===== config.mk =====
export PLATFORM = sky130hd
export DESIGN_NAME = bcd_feed
export DESIGN_NICKNAME = d
export VERILOG_FILES = /design/src/rtl/bcd_feed_pkg.sv /design/src/rtl/bcd_feed_adj3.sv /design/src/rtl/bcd_feed.sv
export SDC_FILE = /design/constraint.sdc
export NUM_CORES = 1
export LEC_CHECK = 0
export ABC_AREA = 0
export ABC_CLOCK_PERIOD_IN_PS = 2600
export BUFFER_PORTS_ARGS = -buffer_cell sky130_fd_sc_hd__buf_2
export CAP_MARGIN = 20
export CORE_MARGIN = 2
export CORE_UTILIZATION = 40
export DETAILED_ROUTE_END_ITERATION = 7
export PLACE_DENSITY = 0.66
export SLEW_MARGIN = 10
export SYNTH_ARGS = -nofsm -noshare
export SYNTH_HDL_FRONTEND = slang
export SYNTH_SLANG_ARGS = --single-unit
export TNS_END_PERCENT = 10

===== constraint.sdc =====
create_clock -name i_clk -period 2.6 [get_ports i_clk]
set_input_delay 0.13 -clock i_clk [delete_from_list [all_inputs] [get_ports i_clk]]
set_output_delay 0.13 -clock i_clk [all_outputs]
set_load 0.03 [all_outputs]

===== src/rtl/bcd_feed_pkg.sv =====
// -----------------------------------------------------------------------------
// bcd_feed_pkg
// Shared constants and types for the binary-to-BCD display front end.
//   BLANK_NIBBLE   : nibble code the display driver renders as an unlit digit
//   ADJ3_THRESHOLD : double-dabble correction threshold (nibble >= 5 gets +3)
//   bcd_state_t    : conversion FSM state encoding
// -----------------------------------------------------------------------------
package bcd_feed_pkg;

    localparam logic [3:0] BLANK_NIBBLE   = 4'hF;
    localparam logic [3:0] ADJ3_THRESHOLD = 4'd5;
    localparam logic [3:0] ADJ3_ADDEND    = 4'd3;

    typedef enum logic [1:0] {
        ST_IDLE   = 2'd0,
        ST_SHIFT  = 2'd1,
        ST_COMMIT = 2'd2
    } bcd_state_t;

endpackage : bcd_feed_pkg


===== src/rtl/bcd_feed_adj3.sv =====
// -----------------------------------------------------------------------------
// bcd_nibble_adj3
// Combinational double-dabble nibble corrector: values >= 5 get +3 so that
// the following left shift carries correctly into the next decimal digit.
// The add is 4 bits wide; no carry leaves the nibble.
// Ports:
//   i_nibble : BCD scratch nibble before correction
//   o_nibble : corrected nibble
// -----------------------------------------------------------------------------
module bcd_nibble_adj3
    import bcd_feed_pkg::*;
(
    input  logic [3:0] i_nibble,
    output logic [3:0] o_nibble
);

    assign o_nibble = (i_nibble >= ADJ3_THRESHOLD) ? (i_nibble + ADJ3_ADDEND)
                                                   : i_nibble;

endmodule : bcd_nibble_adj3


===== src/rtl/bcd_feed.sv =====
// -----------------------------------------------------------------------------
// bcd_feed
// Sequential binary-to-BCD front end for the multiplexed seven-segment driver.
// A value is accepted over a valid/ready handshake, converted with one
// shift-add-3 step per input bit, optionally leading-zero blanked, and then
// written to the digit bus in a single commit cycle.
// Ports:
//   i_clk      : system clock (rising edge)
//   i_rst_n    : asynchronous active-low reset
//   i_valid    : requester presents a value on i_value
//   o_ready    : block is idle and will accept a value
//   i_value    : unsigned binary value to display
//   i_blank_lz : sampled with i_value; 1 = blank leading zeros
//   o_digits   : packed BCD, nibble 0 = least significant digit
//   o_busy     : conversion in progress (always ~o_ready)
//   o_overflow : last accepted value did not fit in DIGITS decimal digits
// -----------------------------------------------------------------------------
module bcd_feed
    import bcd_feed_pkg::*;
#(
    parameter int DIGITS = 4,
    parameter int WIDTH  = 14
)(
    input  logic                  i_clk,
    input  logic                  i_rst_n,
    input  logic                  i_valid,
    output logic                  o_ready,
    input  logic [WIDTH-1:0]      i_value,
    input  logic                  i_blank_lz,
    output logic [DIGITS*4-1:0]   o_digits,
    output logic                  o_busy,
    output logic                  o_overflow
);

    localparam int               CW       = $clog2(WIDTH + 1);
    localparam int               BW       = DIGITS * 4;
    localparam logic [CW-1:0]    CNT_LOAD = CW'(WIDTH);
    localparam logic [CW-1:0]    CNT_LAST = CW'(1);

    bcd_state_t          r_state;
    logic                r_ready;
    logic [WIDTH-1:0]    r_value;     // binary shift register
    logic [BW-1:0]       r_bcd;       // BCD scratch, never visible on o_digits
    logic                r_ovf;       // sticky: a 1 was shifted out of r_bcd
    logic                r_blank;     // leading-zero blanking requested
    logic [CW-1:0]       r_cnt;
    logic [BW-1:0]       r_digits;
    logic                r_overflow;

    logic [BW-1:0]       w_adj;       // scratch after per-nibble +3 correction
    logic [BW-1:0]       w_blanked;   // scratch after leading-zero blanking

    // Per-nibble add-3 correction and leading-zero blanking.
    for (genvar gi = 0; gi < DIGITS; gi++) begin : g_nibble
        bcd_nibble_adj3 u_adj3 (
            .i_nibble (r_bcd[gi*4 +: 4]),
            .o_nibble (w_adj[gi*4 +: 4])
        );

        if (gi == 0) begin : g_lsd
            // The least significant digit always shows, so 0 renders as "0".
            assign w_blanked[3:0] = r_bcd[3:0];
        end else if (gi == DIGITS - 1) begin : g_msd
            assign w_blanked[gi*4 +: 4] =
                (r_blank && (r_bcd[gi*4 +: 4] == 4'd0)) ? BLANK_NIBBLE
                                                         : r_bcd[gi*4 +: 4];
        end else begin : g_mid
            // Blank only when this nibble and everything above it are zero.
            logic w_upper_nz;
            assign w_upper_nz = |r_bcd[BW-1:(gi+1)*4];
            assign w_blanked[gi*4 +: 4] =
                (r_blank && !w_upper_nz && (r_bcd[gi*4 +: 4] == 4'd0))
                    ? BLANK_NIBBLE : r_bcd[gi*4 +: 4];
        end
    end

    always_ff @(posedge i_clk or negedge i_rst_n) begin
        if (!i_rst_n) begin
            r_state    <= ST_IDLE;
            r_ready    <= 1'b1;
            r_value    <= '0;
            r_bcd      <= '0;
            r_ovf      <= 1'b0;
            r_blank    <= 1'b0;
            r_cnt      <= '0;
            r_digits   <= {DIGITS{BLANK_NIBBLE}};
            r_overflow <= 1'b0;
        end else begin
            case (r_state)
                ST_IDLE: begin
                    if (i_valid) begin
                        r_value <= i_value;
                        r_blank <= i_blank_lz;
                        r_bcd   <= '0;
                        r_ovf   <= 1'b0;
                        r_cnt   <= CNT_LOAD;
                        r_ready <= 1'b0;
                        r_state <= ST_SHIFT;
                    end
                end

                ST_SHIFT: begin
                    // {corrected scratch, value} << 1; the scratch MSB falls out
                    // and marks the value as too large for DIGITS digits.
                    r_bcd   <= {w_adj[BW-2:0], r_value[WIDTH-1]};
                    r_value <= {r_value[WIDTH-2:0], 1'b0};
                    r_ovf   <= r_ovf | w_adj[BW-1];
                    r_cnt   <= r_cnt - CW'(1);
                    if (r_cnt == CNT_LAST) begin
                        r_state <= ST_COMMIT;
                    end
                end

                ST_COMMIT: begin
                    if (r_ovf) begin
                        r_digits   <= {DIGITS{BLANK_NIBBLE}};
                        r_overflow <= 1'b1;
                    end else begin
                        r_digits   <= w_blanked;
                        r_overflow <= 1'b0;
                    end
                    r_ready <= 1'b1;
                    r_state <= ST_IDLE;
                end

                default: begin
                    r_ready <= 1'b1;
                    r_state <= ST_IDLE;
                end
            endcase
        end
    end

    assign o_ready    = r_ready;
    assign o_busy     = ~r_ready;
    assign o_digits   = r_digits;
    assign o_overflow = r_overflow;

endmodule : bcd_feed


Word-level counts from Yosys, hierarchy flattened:

Cells that the tools add are included.

* add/subtract/negate cells: 5
* equal/unequal tests: 5
* bitwise gates (word level): 3
* mux-type cells: 21
* magnitude comparators: 4
* reductions and logical operators: 18

Operators by type and width (count)
* $mux 16: 2
* $mux 4: 8
* $pmux 16 s2: 1
* $pmux 14 s2: 1
* $add 4x2->4 const B: 4
* $ge 4x3->1 const B: 4
* $mux 14: 1
* $logic_not 4->1: 3
* $pmux 4 s2: 1
* $reduce_and 2->1: 4
* $reduce_or 8->1: 1
* $logic_and 1x1->1: 5
* $eq 4x1->1 const B: 1
* $mux 2: 2
* $ne 2x2->1 const B: 2
* $pmux 1 s2: 2
* $pmux 2 s2: 1
* $reduce_or 4->1: 1
* $sub 4x1->4 const B: 1
* $eq 2x1->1 const B: 1
* $eq 2x2->1 const B: 1
* $logic_not 1->1: 2
* $logic_not 2->1: 1
* $mux 1: 2
* other kinds (3): 4

* bits of input ports: 18
* output and inout port bits: 19
* logic and storage cells: 65
* bits in registers: 56

Logic depth before layout (Yosys ltp):

Gate-level depths: netlist (run 1).

* word-level depth: 6
* depth in mapped cells: 6
* gate-level depth less buffers: 6

Hierarchy:

Synthesis (run 1) repeated with hierarchy kept, for this count alone.

* cells, all modules: 317
* area total of the unflattened synthesis: 2842.7 µm²

Modules (own cells, without submodules)
* bcd_feed: seq. area each 1422.6 µm², cells an instance 253, area an instance 2437.3 µm², instances 1
* bcd_nibble_adj3: seq. area each 0.0 µm², cells an instance 16, area an instance 101.3 µm², instances 4

Least setup slack after synthesis (run 1):

OpenSTA, ideal clock, no wires.

* path type: register to register
* start: register r_bcd[12]
* end: register r_digits[5] (netlist: o_digits[5])
* period minus slack after synthesis: 1503 ps
* setup time: 68 ps
* buffers on the path: 0
* data required time: 2532 ps
* path slack: 1097 ps
* data arrival time: 1435 ps
* cell stages (with the launch flop): 7
* path through: dfrtp_1 > inv_1 > ha_1 > and4bb_1 > nand3_2 > or3_4 > a21oi_2

* word-level cells in the longest chain between the ends: 6

Ends and longest elaborated chain
* from (decl): RTL line bcd_feed.sv:43 `logic [BW-1:0] r_bcd;`
* from (signal assigned): RTL line bcd_feed.sv:105 `r_bcd <= {w_adj[BW-2:0], r_value[WIDTH-1]};`
* $reduce_or 8->1: RTL line bcd_feed.sv:70 `assign w_upper_nz = |r_bcd[BW-1:(gi+1)*4];`
* $logic_not 1->1: RTL line bcd_feed.sv:72 `(r_blank && !w_upper_nz && (r_bcd[gi*4 +: 4] == 4'd0))`
* $logic_and 1x1->1 (2 in series): RTL line bcd_feed.sv:72
* $mux 4: RTL line bcd_feed.sv:73 `? BLANK_NIBBLE : r_bcd[gi*4 +: 4];`
* $mux 16: RTL line bcd_feed.sv:115 `if (r_ovf) begin`
* to (signal assigned): RTL line bcd_feed.sv:86 `r_digits <= {DIGITS{BLANK_NIBBLE}};`
* to (signal assigned): RTL line bcd_feed.sv:116 `r_digits <= {DIGITS{BLANK_NIBBLE}};`
* to (signal assigned): RTL line bcd_feed.sv:119 `r_digits <= w_blanked;`
* to (decl): RTL line bcd_feed.sv:47 `logic [BW-1:0] r_digits;`

No other way between the ends.
A chain may end at the register's enable or synchronous reset.

Final worst setup path (run 1):

* start: register r_state[1]
* end: register r_value[8]

* word-level cells in the longest chain between the ends: 3
* elaborated cells on any way between the ends: 6
* those cells by class: eq/ne: 2; mux: 1; reduce/logical: 3

Ends and longest elaborated chain
* from (decl): RTL line bcd_feed.sv:40 `bcd_state_t r_state;`
* from (signal assigned): RTL line bcd_feed.sv:79 `r_state <= ST_IDLE;`
* from (signal assigned): RTL line bcd_feed.sv:98 `r_state <= ST_SHIFT;`
* from (signal assigned): RTL line bcd_feed.sv:110 `r_state <= ST_COMMIT;`
* $eq 2x1->1 / $logic_not 2->1 (equally long branches): RTL line bcd_feed.sv:89 `case (r_state)`
* $reduce_bool 2->1 (no line) / $ne 2x2->1 (equally long branches)
* $reduce_and 2->1 (no line)
* to (signal assigned): RTL line bcd_feed.sv:92 `r_value <= i_value;`
* to (signal assigned): RTL line bcd_feed.sv:106 `r_value <= {r_value[WIDTH-2:0], 1'b0};`
* to (decl): RTL line bcd_feed.sv:42 `logic [WIDTH-1:0] r_value;`

Parallel ways exist; a longest one is shown, timed or not.

==> results of run 1 <==
==> synth_stat cells (all sizes together) (3+ instances only) <==
library cell / count / area share, %
nand2: 56 / 7.6
xnor2: 4 / 1.3
ha: 13 / 5.9
dfrtp: 39 / 35
nand2b: 7 / 1.6
dfstp: 17 / 16
a221o: 3 / 1.1
o22ai: 6 / 1.4
nor3: 6 / 1.1
a21oi: 9 / 1.9
or3: 3 / 0.86
nor2: 24 / 3.4
a32o: 4 / 1.5
a31oi: 14 / 3.2
inv: 12 / 1.6
clkbuf: 4 / 0.59
o31ai: 8 / 2.2
buf: 12 / 2.2
o21ai: 21 / 3.8
==> registers in the layout, indices dropped and copies added, names as in the netlist <==
signal / cells
o_digits: 16
r_bcd: 16
r_value: 14
r_cnt: 4
r_state: 2
o_overflow: 1
o_ready: 1
r_blank: 1
r_ovf: 1
==> metal layers <==
metal | track usage [%] | part of all wire [%]
met5 | 0 | 0
met4 | 3.409 | 0.89
met3 | 4.171 | 5.2
met2 | 24.91 | 45
met1 | 20.83 | 49
==> area by class of cell <==
type | instances | area share [%]
flip-flops and latches | 56 | 45.90
clock buffers | 7 | 2.786
well taps | 80 | 3.230
inverters | 12 | 1.453
multi-input cells | 201 | 39.00
clock inverters | 1 | 0.2826
repair buffers | 42 | 7.348
==> power by group through the flow <==
stage / logic, uW / registers [uW] / clock network, uW
finish: 1770 / 1630 / 494
CTS: 1790 / 1630 / 514
global placement: 1740 / 1640 / 0
detailed placement: 1790 / 1650 / 0
global route: 2010 / 1690 / 547
floorplan: 1250 / 1750 / 0
==> logic make-up (layout without fill, tap and decap cells) <==
family                     after synthesis  count (layout)  share of synthesized area, %
adders and majority gates               13              13                         5.909
and+or+nand+nor                        108             108                         18.27
xor gates and xnor gates                 6               6                         1.909
AOI/OAI and AO/OA                       73              73                         17.41
muxes                                    1               1                        0.4091
DFF                                     56              56                         51.68
buffers and inverters                   28              62                         4.409
==> worst reg2reg max path: cells and delay by family, from the launching register on <==
kind                   cells  cell delay (ns)
flip-flops                 1             0.53
buffers and inverters      1             0.31
AO/OA/AOI/OAI              1             0.17
AND/OR/NAND/NOR            2             0.73
==> per-stage QoR <==
step | power, uW | instance area [sq um] | hold slack, ns
after floorplan | 2999 | 2753 | -0.1656
after global placement | 3387 | 2994 | 0.3062
after detailed placement | 3435 | 2994 | 0.3095
after CTS | 3936 | 3099 | 0.04156
after global routing | 4253 | 3099 | 0.03752
final | 3892 | 3099 | 0.04938
==> how the worst max path moves through the flow <==
stage               depth (start not counted)       start          end  slack, ns
floorplan                                   6   r_bcd[12]  o_digits[5]       1.10
global placement                            4  r_state[1]   r_value[3]       0.89
detailed placement                          4  r_state[1]  r_value[11]       0.79
CTS                                         4  r_state[1]   r_value[8]       0.78
global route                                4  r_state[1]  r_value[13]       0.65
finish                                      4  r_state[1]   r_value[8]       0.79
==> summary.txt, run 1 <==
Critical path
  – Critical Path, Cell by Cell: nand2b_1 > buf_4 > nand2_1 > a31oi_1
  – Reg2reg setup slack: 0.79 ns
  – Endpoint class of the critical path: flop
  – Crit Path Class: reg2reg
  – Slowest cell on crit path: nand2b_1
  – Critical path launch point type: flop
  – Worst Path Arrival: 2.03 ns
  – Worst Path Buf+Inv: 1
  – Critical Path RT: 2.82 ns
  – Register-to-Register Path Depth: 4
  – CP peak stage delay: 0.66 ns
  – Critical R2R Launch: r_state[1]
  – Cell family with most CP delay: simple AND/OR/NAND/NOR gates
  – Max FO, Critical Path: 20
  – Terminus of the critical flop-to-flop path: r_value[8]

Cells and area
  – Nets: 349
  – Multi-input logic area: 1209 sq um
  – Commonest non-fill, non-tap cells in the layout: nand2_1 (56), dfrtp_1 (39), buf_2 (36), nor2_1 (23)
  – Most common cell after layout, fill and taps aside: nand2_1
  – Fill count: 615
  – Layout cell share with drive strength beyond 1: 22.88%
  – Area growth, synth to finish: 12.59%
  – Final core utilization: 46.13%
  – ANT cells: 0
  – Post-route insts no fill: 399
  – Register Area: 1423 sq um

Floorplan
  – Top-level I/O count: 37
  – Starting Density: 40.97%
  – Die area: 7561 sq um
  – # rows: 30
  – Die Span X: 86.96 microns
  – Die height: 86.96 microns
  – Core region area: 6719 sq um

STA
  – Slew HR: 48.63%
  – Fin crit period: 1.810 ns
  – Fin crit share: 69.63%
  – Fin Setup TNS: 0 ns
  – F_max: 0.5524 GHz
  – Setup violators final: 0
  – Slew Limit Fails: 0
  – Worst Slack Setup Final: 0.7897 ns
  – Final hold vios: 0
  – Final Skew: 0.01113 ns
  – Slew @ Worst Pin: 0.7706 ns
  – RSZ-0062 raised after global routing: no

Clock network
  – CTS max path bufs: 2
  – Num CTS Buffers: 5
  – CTS Hold Bufs: 1
  – H-tree levels: 2
  – CTS Sinks: 56
  – Post_cts resized: 0
  – Root Driver: clkbuf_8
  – CTS tree: built
  – Clk slew on worst S/H paths: 0.10 ns
  – Number of setup buffers added after CTS: 0
  – Skew-Pair Late Insertion Delay: 0.31 ns

Detailed routing
  – DRT iter0 DRCs: 109
  – Vias/cell: 5.218
  – 1st-pass router iterations: 4
  – Final WL: 5.373 mm
  – Drt drc: 0
  – Vias: 2082
  – Antenna-violating nets left: 0
  – Routed length per instance: 13.47 microns

Synthesis
  – Synth warnings: 0
  – Post-Syn Nets: 316
  – Post-synth top flop: dfrtp_1
  – Post-synth EDFFs: 0
  – Cell variety after synth: 43
  – Post-Syn Area: 2753 sq um
  – Seq/Total Area, Yosys: 51.68%
  – Syn_area_per_cell: 9.658 sq um
  – Async S/R FF share, synth: 100.0%
  – Cells after Synth: 285
  – Seq cells post-synth: 56

GRT
  – Initial antenna violation count: 0
  – All-Layer GR Usage: 15.44%
  – Vias in the first global route: 1955
  – First-pass GRT wire length: 9.280 mm
  – Largest net degree at the start of global routing: 57
  – Total grt overflow: 0

Power and ir drop
  – Sw Pwr: 1646 uW
  – Sequential cell fraction of total power: 41.9%
  – Max rail drop VDD: 0.0005532 V
  – Power density over the cells: 1256 nW/um^2
  – Clock Power Share: 12.7%
  – Sw frac: 42.30%
  – Leakage: 0.001463 uW
  – Combinational power share: 45.4%
  – Internal Power: 2246 uW

Min path
  – Worst hold endpoint: r_blank
  – Hold path startpoint: i_blank_lz
  – Min-Delay Path Depth: 2
  – Hold/Removal Path Class: in2reg

Run status
  – Status: complete, no violations

Placement
  – Pre-CTS setup slack: 0.7852 ns
  – Port Buffers: 36
  – Post-DP HPWL: 3.707 mm
  – GPL Wtd Cong: 0.7948
  – Inst Count DP: 390

Flow run
  – Max_cap viols: 0
No activity file was read; power rests on OpenSTA's default activity.
==> run 2, diff against run 1 <==
Settings changed: ABC_CLOCK_PERIOD_IN_PS 2600 to 1700.
Clock period 2.6 ns to 1.7 ns, I/O delays scaled along.
==> run 2 against run 1 <==
  * Combinational power up 63%
  * Count of clock-buffer cells in the layout down 1
  * Worst hold slack worse by 0.039 ns
  * Cell count grew 2.8%
  * Clock skew decreased by 0.0035 ns
  * Non-clock buffer count rose by 11
  * Global-route usage is 0.41 points higher
==> summary.txt, run 2 (synthesis results as in run 1) <==
Cells and area
  – Layout cell share with drive strength beyond 1: 25.76%
  – Final core utilization: 47.97%
  – Area growth, synth to finish: 17.09%
  – Most common cell after layout, fill and taps aside: nand2_1
  – Final cell area excluding filler cells: 3223 sq um
  – Nets: 360
  – ANT cells: 0
  – Commonest non-fill, non-tap cells in the layout: nand2_1 (56), dfrtp_1 (39), buf_2 (36), nor2_1 (23)

STA
  – Fin crit period: 1.569 ns
  – Final hold vios: 0
  – RSZ-0062 raised after global routing: no
  – Fin Setup TNS: 0 ns
  – Final Skew: 0.007611 ns
  – Setup violators final: 0
  – Fin crit share: 92.32%
  – Slew HR: 68.09%
  – Slew Limit Fails: 0
  – F_max: 0.6372 GHz
  – Slew @ Worst Pin: 0.4786 ns

Detailed routing
  – 1st-pass router iterations: 4
  – DRT iter0 DRCs: 107
  – Final WL: 5.357 mm
  – Vias/cell: 5.149
  – Antenna-violating nets left: 0
  – Vias: 2111
  – Routed length per instance: 13.07 microns
  – Drt drc: 0

Placement
  – Port Buffers: 36
  – Post-DP HPWL: 3.746 mm
  – GPL Wtd Cong: 0.8289
  – Placed instance area: 3072 sq um

Critical path
  – Slowest cell on crit path: dfrtp_1
  – Cell family with most CP delay: simple AND/OR/NAND/NOR gates
  – Worst Path Arrival: 1.82 ns
  – Crit Path Class: reg2reg
  – CP peak stage delay: 0.41 ns
  – Critical Path RT: 1.95 ns
  – Critical R2R Launch: r_bcd[8]
  – Endpoint class of the critical path: flop
  – Max FO, Critical Path: 4
  – CP startpoint: r_bcd[8]
  – Worst Path Buf+Inv: 1
  – Critical path launch point type: flop
  – Critical Path, Cell by Cell: inv_1 > ha_1 > nor3b_4 > nand3_2 > or3_4 > a21oi_2

Clock network
  – Number of setup buffers added after CTS: 0
  – Root Driver: clkbuf_8
  – CTS max path bufs: 2
  – Num CTS Buffers: 5
  – H-tree levels: 2
  – Clk slew on worst S/H paths: 0.10 ns
  – Skew-Pair Late Insertion Delay: 0.32 ns
  – CTS tree: built
  – CTS Sinks: 56

Floorplan
  – # rows: 30
  – Top-level I/O count: 37
  – Die height: 86.96 microns
  – Core region area: 6719 sq um
  – Die Span X: 86.96 microns
  – Die area: 7561 sq um
  – Starting Density: 40.97%

Run status
  – Status: complete, no violations

Power and ir drop
  – Combinational power share: 46.7%
  – Sw Pwr: 2576 uW
  – Sequential cell fraction of total power: 40.6%
  – Clock Power Share: 12.6%
  – Internal Power: 3577 uW
  – Sw frac: 41.87%
  – Max rail drop VDD: 0.0008610 V
  – Leakage: 0.001511 uW
  – Power density over the cells: 1909 nW/um^2

Min path
  – Hold/Removal Path Class: in2reg
  – Hold path startpoint: i_value[8]

GRT
  – Initial antenna violation count: 0
  – All-Layer GR Usage: 15.85%
  – First-pass GRT wire length: 9.542 mm
  – Vias in the first global route: 2092
  – Largest net degree at the start of global routing: 57
  – Total grt overflow: 0

Flow run
  – Max_cap viols: 0
## run 2: cell count changes in the layout (fill, tap and decap cells not counted), moves of 2 or more
cell           before  now
dlygate4sd3_1       1    5
inv_1              12   10
clkinvlp_4          0    2
buf_4               5   10
buf_12              0    2
inv_2               0    2
## run 2: cell type report
cell class / instances / area [sq um]
clock buffers: 6 / 82.58
clock inverters: 2 / 15.01
fillers: 635 / 3496
inverters: 12 / 45.04
multi-input cells: 201 / 1212
flip-flops and latches: 56 / 1423
well taps: 80 / 100.1
repair buffers: 53 / 345.3
## run 2: metal layers
layer	vias to the layer above	global-route usage, %	share of wire, %
li1	1076	-	-
met1	982	21.49	51
met2	47	25.19	43
met3	6	4.265	4.7
met4	0	4.119	1.0
met5	-	0	0
## run 2: path summary, 6_finish.rpt
kind / endpoint / slack (ns) / cells past startpoint
setup / recovery: o_digits[5] / 0.13 / 6
hold / removal: r_value[8] / 0.01 / 3
setup reg to reg: o_digits[5] / 0.13 / 6
hold reg to reg: o_digits[3] / 0.45 / 2
max in group asynchronous: o_ready / 1.11 / 3
min in group asynchronous: o_overflow / 0.30 / 3
## run 2: tightest hold or removal path: cells and delay by family
family                 cells  cell delay, ns
AO/OA/AOI/OAI              1            0.07
buffers and inverters      1            0.09
AND/OR/NAND/NOR            1            0.05
## run 2: what timing repair did
item	CTS	global route
resized for setup	0	4
setup endpoints to repair	0	4
hold buffers	5	0
hold endpoints to repair	43	0
## run 2: per-stage QoR
| stage | instances | total power [uW] | setup slack (ns) | hold slack, ns |
|---|---|---|---|---|
| finish | 410 | 6153 | 0.1306 | 0.01068 |
| floorplan | 285 | 4587 | 0.1969 | -0.2106 |
| global route | 410 | 6735 | 0.002579 | 0.01119 |
| global placement | 397 | 5335 | 0.1359 | 0.1097 |
| CTS | 410 | 6209 | 0.03535 | 0.003734 |
| detailed placement | 397 | 5410 | 0.06435 | 0.1080 |
## run 2: power groups by stage
stage / Clock [uW] / Sequential, uW / Combinational [uW]
after global placement: 0 / 2500 / 2830
after floorplan: 0 / 2680 / 1910
final: 777 / 2500 / 2880
after global routing: 853 / 2590 / 3290
after detailed placement: 0 / 2520 / 2890
after CTS: 807 / 2500 / 2910
==> run 3, diff against run 2 <==
Settings changed: CORE_UTILIZATION 40 to 57, PLACE_DENSITY 0.66 to 0.86.
==> run 3 against run 2 <==
  * Die area is 29% lower
  * Flip-flop and latch count unchanged
  * Core utilization up 20 points
  * Via count rose by 0.90%
  * Worst hold slack better by 0.011 ns
  * Count of clock-buffer cells in the layout is 1 higher
  * Largest cell class unchanged
==> summary.txt, run 3 (synthesis results as in run 1) <==
GRT
  – Met2 track demand over resource: 37.50%
  – Initial antenna violation count: 0
  – Met1 GRT Util: 27.28%
  – Met3 Use GR: 4.527%
  – Largest net degree at the start of global routing: 30
  – Busiest layer in global routing: met2
  – All-Layer GR Usage: 21.54%
  – First-pass GRT wire length: 9.080 mm
  – Total grt overflow: 0
  – Vias in the first global route: 2064

Cells and area
  – Final cell area excluding filler cells: 3187 sq um
  – Post-route insts no fill: 382
  – ANT cells: 0
  – Nets: 358
  – Commonest non-fill, non-tap cells in the layout: nand2_1 (56), dfrtp_1 (39), buf_2 (36), nor2_1 (23)
  – Most common cell after layout, fill and taps aside: nand2_1
  – Layout cell share with drive strength beyond 1: 25.61%
  – Area growth, synth to finish: 15.77%

Clock network
  – Root Driver: clkbuf_8
  – Num CTS Buffers: 5
  – Skew-Pair Late Insertion Delay: 0.31 ns
  – Clk slew on worst S/H paths: 0.10 ns
  – H-tree levels: 2
  – CTS Sinks: 56
  – CTS tree: built
  – CTS max path bufs: 2

STA
  – Fin crit period: 1.593 ns
  – Fin crit share: 93.70%
  – Setup violators final: 0
  – RSZ-0062 raised after global routing: no
  – F_max: 0.6278 GHz
  – Worst Slack Setup Final: 0.1072 ns
  – Fin Setup TNS: 0 ns
  – Slew Limit Fails: 0
  – Final hold vios: 0
  – Slew HR: 68.29%
  – Final Skew: 0.01002 ns
  – Slew @ Worst Pin: 0.4756 ns

Detailed routing
  – DRT iter0 DRCs: 119
  – Antenna-violating nets left: 0
  – 1st-pass router iterations: 4
  – Final WL: 5.360 mm
  – Vias: 2130
  – Drt drc: 0
  – Routed length per instance: 14.03 microns
  – Vias/cell: 5.576

Floorplan
  – Core region area: 4692 sq um
  – Die height: 73.49 microns
  – Die area: 5401 sq um
  – Die Span X: 73.49 microns
  – Top-level I/O count: 37
  – Starting Density: 58.67%
  – # rows: 25

Critical path
  – Critical path launch point type: flop
  – Endpoint class of the critical path: flop
  – Critical Path RT: 1.90 ns
  – Worst Path Arrival: 1.79 ns
  – CP startpoint: r_bcd[0]
  – Max FO, Critical Path: 4
  – Critical R2R Launch: r_bcd[0]
  – Crit Path Class: reg2reg

Power and ir drop
  – Power density over the cells: 1985 nW/um^2
  – Leakage: 0.001524 uW
  – Final Power: 6325 uW
  – Max rail drop VDD: 0.0009553 V

Run status
  – Status: complete, no violations

Flow run
  – Max_cap viols: 0

Placement
  – Pre-CTS setup slack: 0.07303 ns
  – Inst Count DP: 371
  – GPL Wtd Cong: 0.8918
  – Post-DP HPWL: 3.868 mm
  – Placed instance area: 3027 sq um
  – Port Buffers: 36

Min path
  – Hold path startpoint: i_value[2]
  – Hold/Removal Path Class: in2reg
## run 3: worst paths after layout
kind | endpoint | slack [ns] | cells past startpoint
worst max-delay path | r_bcd[2] | 0.11 | 6
worst min-delay path | r_value[2] | 0.02 | 3
worst max register to register | r_bcd[2] | 0.11 | 6
worst min register to register | o_digits[3] | 0.45 | 2
max in group asynchronous | o_ready | 0.85 | 3
min in group asynchronous | r_bcd[9] | 0.26 | 2
## run 3: area by class of cell
type | count | area, sq um
multi-input cells | 201 | 1212
inverters | 12 | 45.04
clock buffers | 7 | 96.34
fillers | 399 | 1505
clock inverters | 1 | 30.03
well taps | 54 | 67.56
repair buffers | 51 | 312.8
flip-flops and latches | 56 | 1423
## run 3: repair_timing
action	4_1_cts	5_1_grt
hold buffers	2	1
endpoints found under the hold margin	17	1
endpoints found under the setup margin	0	4
setup buffers	0	0
resized for setup	0	3
## run 3: metrics by stage
stage / utilization [%] / hold slack (ns)
6_report: 67.92 / 0.02153
5_1_grt: 67.92 / 0.02570
4_1_cts: 67.63 / 0.0003537
3_5_place_dp: 64.51 / 0.06482
3_3_place_gp: 64.51 / 0.07196
2_1_floorplan: - / -0.2106
## run 3: power breakdown
part | switching, uW | total, uW | internal, uW
combinational | 1690 | 2880 | 1200
sequential | 501 | 2510 | 2010
clock | 415 | 935 | 520
total | 2600 | 6320 | 3720
## run 3: layer usage
layer / routed length, microns / part of all wire, %
met1: 2463 / 46
met2: 2661 / 50
met3: 214 / 4.0
met4: 20 / 0.37
met5: 0 / 0
## run 3: worst max-delay path, stage by stage (launching register included)
cell and delay [ns]:
dfrtp_1 0.45, inv_1 0.13, ha_1 0.21, nand2b_1 0.07
a21oi_1 0.29, nor3_1 0.08, a221o_1 0.26
